[src/rtl/ir_nec_pkg.sv]
// NEC IR timing constants (50 MHz clock cycles), transmitter state enum and
// small helpers shared by the transmitter and the receiver.
package ir_nec_pkg;

  localparam int unsigned NEC_LEAD_MARK_CYC  = 450000;   // 9 ms
  localparam int unsigned NEC_LEAD_SPACE_CYC = 225000;   // 4.5 ms
  localparam int unsigned NEC_BIT_MARK_CYC   = 28125;    // 562.5 us
  localparam int unsigned NEC_ZERO_SPACE_CYC = 28125;    // 562.5 us
  localparam int unsigned NEC_ONE_SPACE_CYC  = 84375;    // 1.6875 ms
  localparam int unsigned NEC_GAP_CYC        = 1000000;  // 20 ms
  localparam int unsigned NEC_CARRIER_DIV    = 1316;     // ~38 kHz

  // Receiver decision point between a 0-space and a 1-space.
  localparam int unsigned NEC_BIT_THRESH_CYC =
    (NEC_ZERO_SPACE_CYC + NEC_ONE_SPACE_CYC) / 2;

  typedef enum logic [2:0] {
    S_IDLE       = 3'd0,
    S_LEAD_MARK  = 3'd1,
    S_LEAD_SPACE = 3'd2,
    S_BIT_MARK   = 3'd3,
    S_BIT_SPACE  = 3'd4,
    S_STOP_MARK  = 3'd5,
    S_GAP        = 3'd6
  } tx_state_e;

  function automatic int unsigned max_u(input int unsigned a, input int unsigned b);
    return (a > b) ? a : b;
  endfunction

  // States in which the LED envelope is on.
  function automatic logic is_mark(input tx_state_e s);
    return (s == S_LEAD_MARK) || (s == S_BIT_MARK) || (s == S_STOP_MARK);
  endfunction

endpackage

[src/rtl/ir_transmit_nec_if.sv]
// Request handshake of the NEC transmitter.
// start/busy: while busy is low the transmitter is idle and a cycle with
// start=1 is accepted, latching data_in that same cycle; busy is high from
// the next cycle until the frame and its gap are over. start while busy is
// ignored and not queued. done pulses for one cycle as busy falls, and start
// in that done cycle is accepted.
interface ir_transmit_nec_if;
  logic        start;
  logic [31:0] data_in;
  logic        busy;
  logic        done;

  modport master (output start, output data_in, input busy, input done);
  modport slave  (input start, input data_in, output busy, output done);
endinterface

[src/rtl/ir_carrier_gen.sv]
// Carrier counter for the IR LED. The carrier output is the level the
// carrier will have in the next cycle, so the top level can register ir_out
// without an extra cycle of lag. restart forces the next cycle to phase 0
// (carrier high).
module ir_carrier_gen
  import ir_nec_pkg::*;
#(
  parameter int unsigned CARRIER_DIV = NEC_CARRIER_DIV
) (
  input  logic clk,
  input  logic rst_n,
  input  logic restart,
  output logic carrier
);

  localparam int CW = (CARRIER_DIV > 1) ? $clog2(CARRIER_DIV) : 1;
  localparam logic [CW-1:0] LAST = CW'(CARRIER_DIV - 1);
  localparam logic [CW-1:0] HALF = CW'(CARRIER_DIV / 2);

  logic [CW-1:0] cnt;
  logic [CW-1:0] cnt_nxt;

  // Next carrier phase: wrap at CARRIER_DIV-1, jump to 0 on restart.
  always_comb begin
    cnt_nxt = '0;
    if (!restart && (cnt != LAST)) cnt_nxt = cnt + CW'(1);
    carrier = (cnt_nxt < HALF);
  end

  // Carrier phase register.
  always_ff @(posedge clk or negedge rst_n) begin
    if (!rst_n) cnt <= '0;
    else        cnt <= cnt_nxt;
  end

endmodule

[src/rtl/ir_transmit_nec.sv]
// NEC IR transmitter: serialises a 32-bit word LSB-first as lead mark, lead
// space, 32 pulse-distance bits, stop mark and an idle gap. ir_out drives the
// LED (optionally carrier-modulated); ir_env/ir_env_n are raw envelopes.
module ir_transmit_nec
  import ir_nec_pkg::*;
#(
  parameter int unsigned LEAD_MARK_CYC  = NEC_LEAD_MARK_CYC,
  parameter int unsigned LEAD_SPACE_CYC = NEC_LEAD_SPACE_CYC,
  parameter int unsigned BIT_MARK_CYC   = NEC_BIT_MARK_CYC,
  parameter int unsigned ZERO_SPACE_CYC = NEC_ZERO_SPACE_CYC,
  parameter int unsigned ONE_SPACE_CYC  = NEC_ONE_SPACE_CYC,
  parameter int unsigned GAP_CYC        = NEC_GAP_CYC,
  parameter int unsigned CARRIER_DIV    = NEC_CARRIER_DIV,
  parameter bit          CARRIER_EN     = 1'b1
) (
  input  logic              clk,
  input  logic              rst_n,
  ir_transmit_nec_if.slave  bus,
  output logic              ir_out,
  output logic              ir_env,
  output logic              ir_env_n,
  output tx_state_e         dbg_state
);

  localparam int unsigned MAX_DUR =
    max_u(max_u(max_u(LEAD_MARK_CYC, LEAD_SPACE_CYC), max_u(BIT_MARK_CYC, ZERO_SPACE_CYC)),
          max_u(ONE_SPACE_CYC, GAP_CYC));
  localparam int DW = (MAX_DUR > 1) ? $clog2(MAX_DUR) : 1;

  tx_state_e     state;
  tx_state_e     state_nxt;
  logic [DW-1:0] dur_cnt;
  logic [DW-1:0] dur_last;   // length of the current phase minus one
  logic          phase_done;
  logic [31:0]   shift;
  logic [4:0]    bit_idx;
  logic          env_nxt;
  logic          restart;
  logic          carrier;

  assign dbg_state = state;

  ir_carrier_gen #(.CARRIER_DIV(CARRIER_DIV)) u_carrier (
    .clk     (clk),
    .rst_n   (rst_n),
    .restart (restart),
    .carrier (carrier)
  );

  // Last count value of the current phase; the space length follows the bit in shift[0].
  always_comb begin
    dur_last = '0;
    unique case (state)
      S_LEAD_MARK:  dur_last = DW'(LEAD_MARK_CYC - 1);
      S_LEAD_SPACE: dur_last = DW'(LEAD_SPACE_CYC - 1);
      S_BIT_MARK:   dur_last = DW'(BIT_MARK_CYC - 1);
      S_BIT_SPACE:  dur_last = shift[0] ? DW'(ONE_SPACE_CYC - 1) : DW'(ZERO_SPACE_CYC - 1);
      S_STOP_MARK:  dur_last = DW'(BIT_MARK_CYC - 1);
      S_GAP:        dur_last = DW'(GAP_CYC - 1);
      default:      dur_last = '0;
    endcase
    phase_done = (state != S_IDLE) && (dur_cnt == dur_last);
  end

  // Next-state logic; mark entry restarts the carrier so every mark starts high.
  always_comb begin
    state_nxt = state;
    unique case (state)
      S_IDLE:       if (bus.start)  state_nxt = S_LEAD_MARK;
      S_LEAD_MARK:  if (phase_done) state_nxt = S_LEAD_SPACE;
      S_LEAD_SPACE: if (phase_done) state_nxt = S_BIT_MARK;
      S_BIT_MARK:   if (phase_done) state_nxt = S_BIT_SPACE;
      S_BIT_SPACE:  if (phase_done) state_nxt = (bit_idx == 5'd31) ? S_STOP_MARK : S_BIT_MARK;
      S_STOP_MARK:  if (phase_done) state_nxt = S_GAP;
      S_GAP:        if (phase_done) state_nxt = S_IDLE;
      default:                      state_nxt = S_IDLE;
    endcase
    env_nxt = is_mark(state_nxt);
    restart = env_nxt && (state_nxt != state);
  end

  // State register.
  always_ff @(posedge clk or negedge rst_n) begin
    if (!rst_n) state <= S_IDLE;
    else        state <= state_nxt;
  end

  // Phase counter, data shift register and bit index.
  always_ff @(posedge clk or negedge rst_n) begin
    if (!rst_n) begin
      dur_cnt <= '0;
      shift   <= '0;
      bit_idx <= '0;
    end else begin
      if ((state == S_IDLE) || phase_done) dur_cnt <= '0;
      else                                 dur_cnt <= dur_cnt + DW'(1);
      if ((state == S_IDLE) && bus.start) begin
        shift   <= bus.data_in;
        bit_idx <= '0;
      end else if ((state == S_BIT_SPACE) && phase_done) begin
        shift   <= {1'b0, shift[31:1]};
        bit_idx <= bit_idx + 5'd1;
      end
    end
  end

  // Registered outputs, computed from the next state so they align with it.
  always_ff @(posedge clk or negedge rst_n) begin
    if (!rst_n) begin
      bus.busy <= 1'b0;
      bus.done <= 1'b0;
      ir_env   <= 1'b0;
      ir_env_n <= 1'b1;
      ir_out   <= 1'b0;
    end else begin
      bus.busy <= (state_nxt != S_IDLE);
      bus.done <= (state == S_GAP) && phase_done;
      ir_env   <= env_nxt;
      ir_env_n <= ~env_nxt;
      ir_out   <= env_nxt & (carrier | ~CARRIER_EN);
    end
  end

endmodule

[src/flat_wrapper.sv]
// flat-port wrapper written by rule: the top's interface ports become plain ports
module ir_transmit_nec_flat import ir_nec_pkg::*;
#(
  parameter int unsigned LEAD_MARK_CYC  = NEC_LEAD_MARK_CYC,
  parameter int unsigned LEAD_SPACE_CYC = NEC_LEAD_SPACE_CYC,
  parameter int unsigned BIT_MARK_CYC   = NEC_BIT_MARK_CYC,
  parameter int unsigned ZERO_SPACE_CYC = NEC_ZERO_SPACE_CYC,
  parameter int unsigned ONE_SPACE_CYC  = NEC_ONE_SPACE_CYC,
  parameter int unsigned GAP_CYC        = NEC_GAP_CYC,
  parameter int unsigned CARRIER_DIV    = NEC_CARRIER_DIV,
  parameter bit          CARRIER_EN     = 1'b1
)
  (clk, rst_n, ir_out, ir_env, ir_env_n, dbg_state, bus_start, bus_data_in, bus_busy, bus_done);
  ir_transmit_nec_if bus_i ();
  input  logic clk;
  input  logic rst_n;
  output logic ir_out;
  output logic ir_env;
  output logic ir_env_n;
  output tx_state_e dbg_state;
  input wire logic [$bits(bus_i.start)-1:0] bus_start;
  input wire logic [$bits(bus_i.data_in)-1:0] bus_data_in;
  output wire logic [$bits(bus_i.busy)-1:0] bus_busy;
  output wire logic [$bits(bus_i.done)-1:0] bus_done;
  assign bus_i.start = bus_start;
  assign bus_i.data_in = bus_data_in;
  assign bus_busy = bus_i.busy;
  assign bus_done = bus_i.done;
  ir_transmit_nec #(.LEAD_MARK_CYC(LEAD_MARK_CYC), .LEAD_SPACE_CYC(LEAD_SPACE_CYC), .BIT_MARK_CYC(BIT_MARK_CYC), .ZERO_SPACE_CYC(ZERO_SPACE_CYC), .ONE_SPACE_CYC(ONE_SPACE_CYC), .GAP_CYC(GAP_CYC), .CARRIER_DIV(CARRIER_DIV), .CARRIER_EN(CARRIER_EN)) u_core (.clk(clk), .rst_n(rst_n), .bus(bus_i), .ir_out(ir_out), .ir_env(ir_env), .ir_env_n(ir_env_n), .dbg_state(dbg_state));
endmodule
[config.mk]
export PLATFORM = sky130hd
export DESIGN_NAME = ir_transmit_nec_flat
export DESIGN_NICKNAME = d
export VERILOG_FILES = /design/src/rtl/ir_nec_pkg.sv /design/src/rtl/ir_transmit_nec_if.sv /design/src/rtl/ir_carrier_gen.sv /design/src/rtl/ir_transmit_nec.sv /design/src/flat_wrapper.sv
export SDC_FILE = /design/constraint.sdc
export NUM_CORES = 1
export LEC_CHECK = 0
export ABC_AREA = 0
export BUFFER_PORTS_ARGS = -buffer_cell sky130_fd_sc_hd__buf_2
export CAP_MARGIN = 25
export CORE_MARGIN = 1
export CORE_UTILIZATION = 45
export CTS_CLUSTER_SIZE = 40
export DETAILED_ROUTE_END_ITERATION = 6
export PLACE_DENSITY = 0.66
export SLEW_MARGIN = 20
export SYNTH_ARGS = -nofsm -noshare
export SYNTH_HDL_FRONTEND = slang
export SYNTH_SLANG_ARGS = --single-unit
[constraint.sdc]
create_clock -name clk -period 2.8 [get_ports clk]
set_input_delay 0 -clock clk [delete_from_list [all_inputs] [get_ports clk]]
set_output_delay 0 -clock clk [all_outputs]
set_load 0.05 [all_outputs]
==> impl_metrics.tcl, run 1 <==
set metrics [dict create \
    wl_per_cell_um 14.6 \
    rsz0062_at_grt "true" \
    use_met3 0.0397 \
    dp_cells 614 \
    leakagePower_nw 2.30 \
    critPathRequiredTime_ns 3.02 \
    routed_wl_um 9730 \
    power.density_mw_per_mm2 529 \
    antenna_cells 0 \
    violations "hold timing, setup timing" \
    yosys-top-cells-area "dfrtp_1, mux2i_1, nand2_1" \
    synth_top_area_frac 0.444 \
    synth_edf_count 0 \
    gp_congestion 0.842 \
    core_area_mm2 0.00889 \
    ys.flop_type "dfrtp_1" \
    internal-power_w 0.00207 \
    hold_class "primary input to flop" \
    initial_core_util 0.475 \
    fin_crit_sh 1.02 \
    placed_area_mm2 0.00474 \
    pwr-share-comb 0.179 \
    hold_viol 1 \
    htree_levels 3 \
    grt-ovfl-total 0 \
    die_w_um 98.9 \
    fin_skew_ns 0.00961 \
    cts_tree "yes" \
    clockPowerShare 0.327 \
    busiest_layer "met2" \
    drv_cap 0 \
    detailed_place_hpwl_um 6280 \
    start_kind "flop" \
    switching_share 0.291 \
    root_buffer "clkbuf_8" \
    synth_nets 496 \
    port_buffers 42 \
    final_area_mm2 0.00551 \
    dieArea_mm2 0.00978 \
    whs_ns -0.00288 \
    switchingPower_w 0.000848 \
    cts_buffers 9 \
    synth_area_leader_cell "dfrtp_1" \
    syn_to_final_growth_pct 30.3 \
    setup_viol 37 \
    clk_latency_ns 0.36 \
    fp-row-count 34 \
    grt_use_total 0.210 \
    stdcell_count 668 \
    tns_ns -0.626 \
    synthArstFlopShare 1.00 \
    drive_above_1_share 0.241 \
    critPathMaxFanout 16 \
    drt_iter0_markers 158 \
    status "complete, but fails checks" \
    clk_pin_slew_ns 0.08 \
    crit_type "flop to flop" \
    nNetsFinal 594 \
    grt_util_met1 0.265 \
    grt_pass1_wl_um 16300 \
    endpoint_kind "flop" \
    synth.avg_cell_area_um2 9.25 \
    yosysUniqueCellTypes 58 \
    tightest_slew_ns 0.693 \
    seq_area_frac_synth 0.450 \
    report.final.slew_viol_count 0 \
    timing.slew.headroom 0.534 \
    num_vias 3599 \
    cts_sinks 76 \
    grt_max_degree 77 \
    die_h_um 98.9 \
    yosysWarningCount 0 \
    yosys_register_bits 76 \
    detail-route-antenna-nets 0 \
    final.min_clock_period_ns 2.84 \
    ir_worst_vdd_uv 376 \
    drc 0 \
    seqPwrFrac 0.493 \
    grt_pass1_vias 3498 \
    gr-usage-met2 0.356 \
    cts_buffer_depth 2 \
    syn-instance-count 457 \
    max_clock_freq_ghz 0.352 \
    critPathArrivalTime_ns 3.06 \
    io_pins 43 \
    via_per_inst 5.39 \
    syn_area_mm2 0.00423 \
    first_pass_iters 4 \
    setup_slack_ns -0.0428 \
    grt_antenna_before_repair 0 \
]
[cell usage in the layout, fill, tap and decap left out, drive strengths merged, types with 10 or more instances in the layout]
cell type | Yosys | routed
a21oi | 16 | 16
dfrtp | 75 | 75
nand2 | 51 | 51
nor2 | 47 | 47
buf | 11 | 86
xor2 | 15 | 15
clkbuf | 20 | 12
xnor2 | 19 | 19
nand3 | 13 | 13
dlygate4sd3 | 0 | 31
o21ai | 41 | 41
nor3 | 12 | 12
nand2b | 15 | 15
inv | 9 | 10
mux2i | 25 | 25
[routing by layer]
| layer | vias to the layer above | share of wire |
|---|---|---|
| li1 | 1795 | - |
| met1 | 1739 | 0.45 |
| met2 | 53 | 0.50 |
| met3 | 12 | 0.030 |
| met4 | 0 | 0.015 |
| met5 | - | 0 |
[sequential cells by signal (all words and copies together) (netlist names)]
signal                count
u_core.shift             32
u_core.dur_cnt           20
u_core.u_carrier.cnt     11
u_core.bit_idx            5
u_core.dbg_state          3
u_core.bus.busy           1
u_core.bus.done           1
u_core.ir_env             1
u_core.ir_env_n           1
u_core.ir_out             1
[power by group through the flow]
stage,sequential (W),combinational (W),clock (W)
global placement,0.00145,0.000458,0
CTS,0.00143,0.000512,0.000975
floorplan,0.00139,0.000363,0
detailed placement,0.00145,0.000473,0
finish,0.00144,0.000522,0.000954
global route,0.00146,0.000589,0.00102
[timing repair]
item | in CTS | in global routing
gates resized for setup | 9 | 23
setup endpoints to repair | 70 | 71
hold endpoints to repair | 105 | 0
gates cloned | 0 | 1
hold buffers | 31 | 0
pin swaps | 2 | 12
setup buffers | 0 | 6
[final cells by class]
type | instances | area (um2)
clock buffer | 11 | 141
tap | 108 | 135
inverter | 9 | 33.8
multi-input combinational | 341 | 2250
sequential | 76 | 1910
clock inverter | 5 | 83.8
timing repair buffer | 118 | 953
fill | 723 | 3380
[synthesized netlist by cell type (3+ instances only)]
cell and number:
nor4_1 7, ha_1 4, o221a_1 8, nand4_1 5, nor2_1 46, o21ai_1 22
inv_1 9, a21oi_1 16, a31oi_1 3, and3_1 6, buf_2 4, nor3b_1 3
or4_1 3, and2_1 3, o21ai_0 18, nand3b_1 3, a21o_1 3, clkbuf_1 20
nor3_1 12, dfrtp_1 75, o211ai_1 4, xor2_1 15, nand2b_1 15, nand3_1 13
nor2b_1 4, nand2_1 51, buf_6 4, or3_1 3, xnor2_1 19, mux2i_1 25
[logic make-up after synthesis]
family / synth area share
muxes: 0.0619
adders and majority gates: 0.0142
xor gates and xnor gates: 0.0705
DFF: 0.450
AOI/OAI and AO/OA: 0.144
and+or+nand+nor: 0.214
buffers and inverters: 0.0447
[through the flow]
step	utilization	setup slack (ns)	hold WS [ns]	total power [W]
finish	0.620	-0.0428	-0.00288	0.00291
global route	0.620	-0.173	0.00302	0.00307
CTS	0.597	-0.0269	0.00117	0.00292
detailed placement	0.533	-0.197	0.208	0.00193
global placement	0.533	-0.138	0.206	0.00191
floorplan	-	-0.287	-0.296	0.00175
[path summary, 6_finish.rpt]
path | from | endpoint | slack, ns | cells after the start
worst max-delay path | u_core.dbg_state[0]$_DFF_PN0_ | u_core.shift[5]$_DFFE_PN0P_ | -0.04 | 9
worst min-delay path | bus_start | u_core.bit_idx[1]$_DFFE_PN0P_ | -0.003 | 4
worst max register to register | u_core.dbg_state[0]$_DFF_PN0_ | u_core.shift[5]$_DFFE_PN0P_ | -0.04 | 9
worst min register to register | u_core.u_carrier.cnt[0]$_DFF_PN0_ | u_core.u_carrier.cnt[0]$_DFF_PN0_ | 0.51 | 1
max in group asynchronous | rst_n | u_core.ir_env_n$_DFF_PN1_ | 2.11 | 3
min in group asynchronous | rst_n | u_core.shift[4]$_DFFE_PN0P_ | 0.08 | 2
[critical path, stage by stage (launching register included)]
cell      delay, ns
dfrtp_2        0.43
nand2b_4       0.15
or3_1          0.34
a222oi_1       0.36
o211ai_1       0.16
or4_4          0.47
nor4_4         0.21
buf_6          0.26
mux2i_1        0.22
o21ai_1        0.09
Power figures use the tool's default switching activity.
==> run 2: changes to the inputs <==
--- a/config.mk
+++ b/config.mk
@@ -12,7 +12,6 @@
 export CORE_UTILIZATION = 45
 export CTS_CLUSTER_SIZE = 40
 export DETAILED_ROUTE_END_ITERATION = 6
-export PLACE_DENSITY = 0.66
 export SLEW_MARGIN = 20
 export SYNTH_ARGS = -nofsm -noshare
 export SYNTH_HDL_FRONTEND = slang
==> constraint.sdc (replaced) <==
create_clock -name clk -period 2.65 [get_ports clk]
set_input_delay 0 -clock clk [delete_from_list [all_inputs] [get_ports clk]]
set_output_delay 0 -clock clk [all_outputs]
set_load 0.05 [all_outputs]
==> impl_metrics.tcl, run 2 (synthesis gave the netlist of run 1 again) <==
set metrics [dict create \
    tightest_slew_ns 1.04 \
    htree_levels 3 \
    fin_crit_sh 1.08 \
    hold_class "primary input to flop" \
    leakagePower_nw 2.40 \
    drive_above_1_share 0.312 \
    max_clock_freq_ghz 0.351 \
    root_buffer "clkbuf_8" \
    critPathMaxFanout 4 \
    setup_viol 73 \
    critPathArrivalTime_ns 3.12 \
    detail-route-antenna-nets 0 \
    hold_viol 0 \
    first_pass_iters 4 \
    cp_slowest_stage_delay_ns 0.51 \
    cts_buffer_depth 2 \
    clockPowerShare 0.312 \
    drv_cap 0 \
    cp.buffers_inverters 1 \
    report.final.slew_viol_count 0 \
    fillers 718 \
    clk_pin_slew_ns 0.08 \
    seqPwrFrac 0.487 \
    tns_ns -8.15 \
    timing.slew.headroom 0.297 \
    setup_slack_ns -0.199 \
    gp_congestion 0.853 \
    start_kind "flop" \
    placed_area_mm2 0.00486 \
    num_vias 3746 \
    fin_skew_ns 0.0113 \
    ff2ff_path_depth 9 \
    critPathLaunch "u_core.dbg_state[0]$_DFF_PN0_" \
    antenna_cells 0 \
    pwr-share-comb 0.201 \
    rsz0062_at_grt "true" \
    cts_buffers 9 \
    cp_num_cells 9 \
    cts_sinks 76 \
    violations "setup timing" \
    grt_antenna_before_repair 0 \
    rrSetupSlack_ns -0.20 \
    dieArea_mm2 0.00978 \
    largestRegisters "u_core.shift x32, u_core.dur_cnt x20, u_core.u_carrier.cnt x11" \
    power.density_mw_per_mm2 531 \
    path_cells "nand2b_4, or3_1, a222oi_1, o211ai_1, or4_4, buf_6, nor2_4, a21oi_4, or4_4" \
    critPathTopFamily "simple AND/OR/NAND/NOR gates" \
    final_cell_mix "dfrtp_1, nand2_1, buf_4, buf_2, dlygate4sd3_1" \
    endpoint_kind "flop" \
    regMostFlops "u_core.shift" \
    grt_pass1_wl_um 17400 \
    clk_latency_ns 0.35 \
    reg2reg_from "u_core.dbg_state[0]$_DFF_PN0_" \
    drt_iter0_markers 178 \
    port_buffers 42 \
    wl_per_cell_um 15.5 \
    final_util 0.659 \
    grt-ovfl-total 0 \
    die_h_um 98.9 \
    core_area_mm2 0.00889 \
    syn_to_final_growth_pct 38.6 \
    grt_max_degree 77 \
    cpMaxStageDelayCell "or4_4" \
    cts_tree "yes" \
    critPathRequiredTime_ns 2.92 \
    p_total_w 0.00311 \
    grt_pass1_vias 3630 \
    grt_use_total 0.226 \
    via_per_inst 5.41 \
    die_w_um 98.9 \
    internal-power_w 0.00219 \
    crit_type "flop to flop" \
    whs_ns 0.0343 \
    io_pins 43 \
    ir_worst_vdd_uv 495 \
    final_area_mm2 0.00586 \
    drc 0 \
    status "complete, but fails checks" \
    switchingPower_w 0.000921 \
    nNetsFinal 619 \
    routed_wl_um 10700 \
    detailed_place_hpwl_um 6840 \
    switching_share 0.296 \
    r2r-end "u_core.ir_env_n$_DFF_PN1_" \
    final_common_cell "dfrtp_1" \
    crit_top_cell "or4_4" \
    initial_core_util 0.475 \
    largest_register_ffs 32 \
    final.min_clock_period_ns 2.85 \
    fp-row-count 34 \
    crit_end "u_core.ir_env_n$_DFF_PN1_" \
]
## run 2: changes by cell type in the layout (fill, tap and decap cells not counted), moves of 4 or more
cell,previous run,this run
buf_4,35,47
o21ai_0,17,13
buf_6,6,14
nor2_2,1,14
nor2_4,1,5
nor2_1,45,28
## run 2: how the worst min path moves through the flow
stage / startpoint / end / slack [ns] / cells past startpoint
final: bus_start / u_core.bit_idx[4]$_DFFE_PN0P_ / 0.03 / 4
after global routing: bus_start / u_core.bit_idx[1]$_DFFE_PN0P_ / 0.05 / 4
after CTS: bus_start / u_core.bus.busy$_DFF_PN0_ / 0.006 / 3
after detailed placement: bus_data_in[7] / u_core.shift[7]$_DFFE_PN0P_ / 0.21 / 3
after global placement: bus_data_in[31] / u_core.shift[31]$_DFFE_PN0P_ / 0.20 / 3
after floorplan: rst_n / u_core.bit_idx[0]$_DFFE_PN0P_ / -0.30 / 0
## run 2: layer usage
layer / wire, um / global-route usage
met1: 5020 / 0.300
met2: 5210 / 0.371
met3: 370 / 0.0447
met4: 130 / 0.0781
met5: 0 / 0
## run 2: cell type report
class	instances	area, um2	share of cell area
Tap cell	108	135	0.0231
Multi-Input combinational cell	344	2410	0.412
Timing Repair Buffer	140	1160	0.198
Sequential cell	76	1910	0.326
Inverter	9	33.8	0.00577
Clock buffer	9	124	0.0211
Clock inverter	6	88.8	0.0152
## run 2: power groups by stage
stage | sequential, W | clock [W] | combinational, W
CTS | 0.00151 | 0.000999 | 0.000568
global placement | 0.00152 | 0 | 0.000512
detailed placement | 0.00153 | 0 | 0.000528
finish | 0.00151 | 0.000970 | 0.000624
floorplan | 0.00146 | 0 | 0.000384
global route | 0.00154 | 0.00104 | 0.000705
## run 2: metrics by stage
stage	worst slack, ns	cells
finish	-0.199	692
global route	-0.305	692
CTS	-0.140	684
detailed placement	-0.325	628
global placement	-0.262	628
floorplan	-0.437	457
## run 2: tightest hold or removal path, cell delays in order
cell,delay [ns]
buf_2,0.14
nand2_1,0.08
nand2_1,0.06
o21ai_1,0.07
## run 2: what timing repair did
| action | CTS | global route |
|---|---|---|
| endpoints found under the hold margin | 107 | 0 |
| hold buffers | 33 | 0 |
| gates cloned | 3 | 1 |
| setup buffers | 5 | 8 |
| setup endpoints to repair | 75 | 76 |
| gates resized for setup | 21 | 57 |
| pin swaps | 5 | 32 |
